$ cat config.mk
export PLATFORM = sky130hd
export DESIGN_NAME = serial_full_adder
export DESIGN_NICKNAME = d
export VERILOG_FILES = /design/src/rtl/serial_full_adder.sv
export SDC_FILE = /design/constraint.sdc
export NUM_CORES = 1
export LEC_CHECK = 0
export CAP_MARGIN = 10
export CORE_ASPECT_RATIO = 0.75
export CORE_MARGIN = 2
export CORE_UTILIZATION = 30
export DETAILED_ROUTE_END_ITERATION = 8
export GPL_ROUTABILITY_DRIVEN = 0
export GPL_TIMING_DRIVEN = 0
export PLACE_DENSITY = 0.55
export SLEW_MARGIN = 10
export SYNTH_ARGS = -nofsm -noshare
export SYNTH_HDL_FRONTEND = slang
export SYNTH_SLANG_ARGS = --single-unit
$ cat constraint.sdc
create_clock -name clk -period 1.4 [get_ports clk]
set_clock_uncertainty 0.05 [all_clocks]
set_input_delay 0.35 -clock clk [delete_from_list [all_inputs] [get_ports clk]]
set_output_delay 0.35 -clock clk [all_outputs]
set_load 0.01 [all_outputs]
$ cat src/rtl/serial_full_adder.sv
// Bit-serial LSB-first adder: one full-adder stage and a carry flop reused over WIDTH cycles.
// Optional signed-overflow output enabled by defining SERIAL_FULL_ADDER_OVF_EN.
module serial_full_adder #(
    parameter int unsigned WIDTH = 8
) (
    input  logic             clk,
    input  logic             rst,
    input  logic             start,
    input  logic [WIDTH-1:0] a,
    input  logic [WIDTH-1:0] b,
    input  logic             cin,
    output logic             busy,
    output logic             done,
    output logic [WIDTH-1:0] sum,
    output logic             cout
`ifdef SERIAL_FULL_ADDER_OVF_EN
    ,
    output logic             ovf
`endif
);

    localparam int unsigned CW = $clog2(WIDTH);

    typedef enum logic [1:0] {IDLE, RUN, DONE} state_t;

    state_t           state_q, state_d;
    logic [WIDTH-1:0] a_sh_q, a_sh_d;
    logic [WIDTH-1:0] b_sh_q, b_sh_d;
    logic [WIDTH-1:0] s_sh_q, s_sh_d;
    logic [WIDTH-1:0] sum_q, sum_d;
    logic             c_q, c_d;
    logic             cout_q, cout_d;
    logic [CW-1:0]    cnt_q, cnt_d;
    logic             s_bit;
    logic             c_next;
`ifdef SERIAL_FULL_ADDER_OVF_EN
    logic             ovf_q, ovf_d;
`endif

    assign s_bit  = a_sh_q[0] ^ b_sh_q[0] ^ c_q;
    assign c_next = (a_sh_q[0] & b_sh_q[0]) | (a_sh_q[0] & c_q) | (b_sh_q[0] & c_q);

    always_comb begin
        state_d = state_q;
        a_sh_d  = a_sh_q;
        b_sh_d  = b_sh_q;
        s_sh_d  = s_sh_q;
        sum_d   = sum_q;
        c_d     = c_q;
        cout_d  = cout_q;
        cnt_d   = cnt_q;
`ifdef SERIAL_FULL_ADDER_OVF_EN
        ovf_d   = ovf_q;
`endif
        case (state_q)
            IDLE: begin
                if (start) begin
                    state_d = RUN;
                    a_sh_d  = a;
                    b_sh_d  = b;
                    c_d     = cin;
                    cnt_d   = '0;
                end
            end
            RUN: begin
                s_sh_d = {s_bit, s_sh_q[WIDTH-1:1]};
                a_sh_d = a_sh_q >> 1;
                b_sh_d = b_sh_q >> 1;
                c_d    = c_next;
                cnt_d  = cnt_q + 1'b1;
                // Last bit: publish straight from the adder so sum never shows partial bits.
                if (cnt_q == CW'(WIDTH - 1)) begin
                    state_d = DONE;
                    sum_d   = {s_bit, s_sh_q[WIDTH-1:1]};
                    cout_d  = c_next;
`ifdef SERIAL_FULL_ADDER_OVF_EN
                    ovf_d   = c_q ^ c_next;
`endif
                end
            end
            DONE:    state_d = IDLE;
            default: state_d = IDLE;
        endcase
    end

    always_ff @(posedge clk) begin
        if (rst) begin
            state_q <= IDLE;
            a_sh_q  <= '0;
            b_sh_q  <= '0;
            s_sh_q  <= '0;
            sum_q   <= '0;
            c_q     <= 1'b0;
            cout_q  <= 1'b0;
            cnt_q   <= '0;
`ifdef SERIAL_FULL_ADDER_OVF_EN
            ovf_q   <= 1'b0;
`endif
        end else begin
            state_q <= state_d;
            a_sh_q  <= a_sh_d;
            b_sh_q  <= b_sh_d;
            s_sh_q  <= s_sh_d;
            sum_q   <= sum_d;
            c_q     <= c_d;
            cout_q  <= cout_d;
            cnt_q   <= cnt_d;
`ifdef SERIAL_FULL_ADDER_OVF_EN
            ovf_q   <= ovf_d;
`endif
        end
    end

    assign busy = (state_q == RUN);
    assign done = (state_q == DONE);
    assign sum  = sum_q;
    assign cout = cout_q;
`ifdef SERIAL_FULL_ADDER_OVF_EN
    assign ovf  = ovf_q;
`endif

endmodule

==> reports/metrics.csv, run 1 <==
metric,value,unit
seqCellArea,769,µm²
worstSetupStartpointType,register,
period_share,1.02,
status,"finished, violations left",
drv_cap,0,
n_antenna_cell,0,
ys_ff_latch,38,
max-vdd-ir-drop,0.365,mV
grtUsageTotal,0.129,
cts_root_buffer,clkbuf_8,
initial_core_util,0.316,
grt_max_degree,13,
overflow,0,
ant_nets,0,
routed_wirelength,3.48,mm
die_width,87.5,µm
hold_slack,0.319,ns
grt_pass1_wl,5.67,mm
fin_nets,232,
clock-sinks,38,
synth_common_cells,"38 x dfxtp_1, 32 x nand2_1, 21 x nor2_1",
boundaryPins,31,
cts.path.max_buffers,2,
multi_input_comb_area,748,µm²
fillerInstances,513,
fin_crit,1.42,ns
stdcell_area,2120,µm²
fmaxAchievable,703,MHz
arrival,1.02,ns
met3_usage,0.0372,
preCtsSetupSlack,-0.390,ns
relSlewSlack,0.632,
synth_top_family_by_area,compound AO/OA/AOI/OAI gates,
via_count,1267,
synth.distinct_cells,26,
cts_tree,yes,
worstPathMaxFanout,11,
netlist_instances,169,
place_hpwl,2.29,mm
critPathRequiredTime,1.00,ns
crit_type,register to primary output,
port_buffers,29,
clk_latency,0.29,ns
wire_per_inst,12.9,µm
synth_area_leader_cell,dfxtp_1,
syn_area,1570,µm²
synth_xor_area_frac,0,
rsz0062_at_grt,yes,
drive_gt1_frac,0.167,
synthMuxAreaShare,0.102,
synth_edf_count,0,
core,4950,µm²
slew_violations,0,
yosysMostFrequentCell,dfxtp_1,
powerDensity,1060,nW/µm²
p_leak,0.874,nW
ys.flop_type,dfxtp_1,
yosysTopAreaCellShare,0.485,
die_h,66.6,µm
hold_class,primary input to register,
worst_pin_slew,0.552,ns
postSynthAreaPerCell,9.28,µm²
violations,setup timing,
antenna_found_initial,0,
setup_tns,-0.0224,ns
top_usage_layer,met1,
setup_ws,-0.0224,ns
area_growth,35.0,%
endpoint_kind,primary output,
vias_per_cell,4.69,
die-area,5830,µm²
setup_violations,1,
placed_cell_area,1930,µm²
yosys.area_share.simple,0.156,
hold_viol,0,
path_clk_slew,0.08,ns
fp-row-count,22,
htree_levels,2,
synth_area_leaders,"dfxtp_1 49%, mux2i_1 10%, nand2_1 7.7%",
synth_adder_area_share,0.0287,
synthesis.nets,192,
drt_first_pass_iters,4,
yosys_warnings,0,
synth_compound_area_frac,0.168,
grt_pass1_vias,1138,
seq_area_frac_synth,0.485,
met2_usage,0.175,
async_reset_ff_frac,0,
route.detailed.drc,0,
p_total,2.25,mW
use_met1,0.182,
drtIter0Drc,80,
numCtsBuffers,5,
[sequential cells by signal, indices dropped and copies added, names as in the netlist]
signal / flops
s_sh_q: 7
c_q: 1
a_sh_q: 8
cnt_q: 3
cout: 1
state_q: 2
sum: 8
b_sh_q: 8
[critical path, stage by stage, from the launching register on]
cell and delay (ns):
dfxtp_4 0.36, nand2b_4 0.17, clkinv_8 0.08, buf_6 0.12
[cells by family after synthesis]
family / Yosys count
flip-flops: 38
AND/OR/NAND/NOR: 59
buffers and inverters: 15
AO/OA/AOI/OAI: 38
adder cells (fa/ha/maj): 3
multiplexers: 16
[cell type report]
type,count,share of cell area
repair buffers,36,0.161
clock buffers,6,0.0390
inverters,2,0.00946
clock inverters,2,0.00591
multi-input cells,117,0.354
well taps,60,0.0355
plain buffers,9,0.0319
flip-flops and latches,38,0.364
[worst paths after layout]
check | cells past startpoint | start | slack (ns) | endpoint
worst max register to register | 5 | cnt_q[0] | 0.09 | sum[0]
worst min register to register | 1 | cnt_q[0] | 0.39 | cnt_q[0]
worst max-delay path | 3 | state_q[1] | -0.02 | busy
worst min-delay path | 2 | rst | 0.32 | b_sh_q[1]
[repair_timing]
item | CTS | global route
pin swaps | 0 | 1
cloned | 0 | 1
resized for setup | 28 | 9
setup buffers | 2 | 5
hold buffers | 0 | 0
endpoints found under the setup margin | 20 | 20
[report_power, final]
group | switching [mW] | internal, mW | leakage, nW
logic | 0.137 | 0.149 | 0.514
registers | 0.0328 | 1.13 | 0.313
clock network | 0.402 | 0.396 | 0.0472
[through the flow]
stage,cells,util
after floorplan,169,-
after global placement,258,0.390
after detailed placement,258,0.390
after CTS,265,0.412
after global routing,270,0.427
final,270,0.427
[cells in the final DEF, fill, tap and decap left out, types with 2 or more instances in the layout]
cell type | Yosys | final
dfxtp_4 | 0 | 2
dfxtp_1 | 38 | 35
clkbuf_8 | 0 | 6
dlygate4sd2_1 | 0 | 9
a211oi_1 | 15 | 15
nand2_1 | 32 | 32
buf_6 | 2 | 4
buf_2 | 3 | 2
nor2_1 | 21 | 21
buf_4 | 4 | 8
clkdlybuf4s50_1 | 0 | 17
mux2i_1 | 16 | 16
a21oi_1 | 16 | 16
a22oi_1 | 4 | 4
clkbuf_1 | 2 | 2
[routing by layer]
metal  vias to the layer above  part of all wire  wire, µm
met5                         -                 0         0
li1                        663                 -         -
met2                        25              0.39      1360
met4                         0             0.018        62
met3                         7             0.041       141
met1                       572              0.55      1910
(Power assumes the default switching activity.)
==> run 2, diff against run 1 <==
PLACE_DENSITY = 0.53   (was 0.55)
REMOVE_ABC_BUFFERS = 1   (was default)
clock period = 1.5 ns   (was 1.4 ns; I/O delays follow)
==> run 2 against run 1 <==
Net effect: the run now ends clean; non-clock buffer count down 9; critical path type unchanged; critical path depth unchanged; clock power grew 2%; largest power group unchanged.
==> reports/metrics.csv, run 2 (same netlist as run 1, synthesis figures left out) <==
metric,value,unit
status,finished clean,
antenna_found_initial,0,
mostFrequentLayoutCells,"36 x dfxtp_1, 32 x nand2_1, 21 x nor2_1",
rsz0062_at_grt,no,
slew_violations,0,
route.detailed.drc,0,
p_leak,0.824,nW
relSlewSlack,0.536,
p_int,1.65,mW
place_hpwl,2.01,mm
arrival,1.01,ns
reg2reg_slack,0.11,ns
via_count,1236,
cts_tree,yes,
initial_core_util,0.316,
htree_levels,2,
critPathRequiredTime,1.07,ns
preCtsSetupSlack,-1.27,ns
crit_slowest_cell,dfxtp_4,
cts_hold_buf,0,
die_width,87.5,µm
min_from,sum[1],
drive_gt1_frac,0.139,
drtIter0Drc,50,
holdPathEnd,sum[1],
endpoint_kind,primary output,
ant_nets,0,
routed_wirelength,3.25,mm
period_share,0.959,
fin_crit,1.44,ns
switchingPower,0.497,mW
setup_ws,0.0615,ns
path_clk_slew,0.07,ns
fp-row-count,22,
boundaryPins,31,
port_buffers,30,
worst_pin_slew,0.696,ns
layout_commonest_cell,dfxtp_1,
numCtsBuffers,5,
vias_per_cell,4.72,
n_antenna_cell,0,
holdPathStages,2,
worstPathCellList,buf_4 > nor2b_1 > buf_2,
max_stage_delay,0.36,ns
rr_worst_depth,5,
drv_cap,0,
die_h,66.6,µm
switching_share,0.232,
rr_endpoint,sum[5],
hold_viol,0,
crit_type,register to primary output,
grt_pass1_wl,5.28,mm
core,4950,µm²
die-area,5830,µm²
clk_latency,0.29,ns
fin_nets,224,
power_frac_clock,0.378,
timing.rr.start,cnt_q[0],
max-vdd-ir-drop,0.371,mV
powerDensity,1050,nW/µm²
hold_class,register to register,
worstSetupStartpointType,register,
area_growth,30.4,%
seqPwrFrac,0.505,
overflow,0,
setup_violations,0,
grtUsageTotal,0.118,
fmaxAchievable,695,MHz
setup_tns,0,ns
worstPathMaxFanout,3,
grt_max_degree,39,
drt_first_pass_iters,4,
wire_per_inst,12.4,µm
clock-sinks,38,
fillerInstances,512,
grt_pass1_vias,1217,
cts_root_buffer,clkbuf_8,
comb_power_share,0.118,
cts.path.max_buffers,2,
==> run 2: cell types whose count changed in the layout (fill, tap and decap cells not counted), sizes merged <==
| cell | previous run | this run |
|---|---|---|
| and3b | 2 | 1 |
| clkinv | 2 | 0 |
| buf | 16 | 9 |
| clkinvlp | 1 | 0 |
| o21ba | 1 | 3 |
| inv | 1 | 2 |
==> run 2: cell type report <==
cell class	count	area, µm²	area share
Clock buffer	8	110	0.0539
Inverter	2	15.0	0.00734
Multi-Input combinational cell	118	747	0.365
Sequential cell	38	768	0.376
Tap cell	60	75.1	0.0367
Timing Repair Buffer	36	329	0.161
==> run 2: worst max path at each step <==
stage / startpoint / to / slack (ns)
finish: state_q[0] / done / 0.06
global route: cnt_q[0] / sum[5] / 0.02
CTS: state_q[1] / busy / -0.07
detailed placement: state_q[0] / busy / -1.27
global placement: state_q[0] / busy / -1.29
floorplan: state_q[0] / busy / -0.39
==> run 2: timing repair <==
| item | CTS | global route |
|---|---|---|
| gates resized for setup | 22 | 6 |
| cloned | 0 | 2 |
| pin swaps | 0 | 1 |
| setup endpoints to repair | 49 | 16 |
| buffers inserted | 5 | 1 |
==> run 2: critical path, delay by kind of cell (launching register included) <==
family / cells / cell delay, ns
buffers and inverters: 2 / 0.27
AND/OR/NAND/NOR: 1 / 0.09
flip-flops: 1 / 0.36
==> run 2: metrics by stage <==
step / cell area, µm² / hold slack, ns / cells / total power [mW] / utilization
finish: 2040 / 0.404 / 262 / 2.15 / 0.413
CTS: 2010 / 0.408 / 259 / 2.16 / 0.405
detailed placement: 1850 / 0.400 / 246 / 1.33 / 0.374
floorplan: 1480 / 0.376 / 156 / 1.23 / -
global placement: 1860 / 0.392 / 246 / 1.33 / 0.375
global route: 2040 / 0.426 / 262 / 2.25 / 0.413
==> run 2: layer usage <==
layer | up-vias | routed length (µm) | track usage
met5 | - | 0 | 0
met4 | 0 | 46 | 0.0404
met3 | 7 | 151 | 0.0533
met2 | 19 | 1380 | 0.182
met1 | 564 | 1660 | 0.147
li1 | 646 | - | -
==> run 2: power groups by stage <==
stage | sequential (mW) | clock, mW | combinational [mW]
floorplan | 1.11 | 0 | 0.118
global route | 1.09 | 0.876 | 0.282
finish | 1.08 | 0.810 | 0.253
detailed placement | 1.12 | 0 | 0.210
global placement | 1.12 | 0 | 0.206
CTS | 1.08 | 0.835 | 0.245
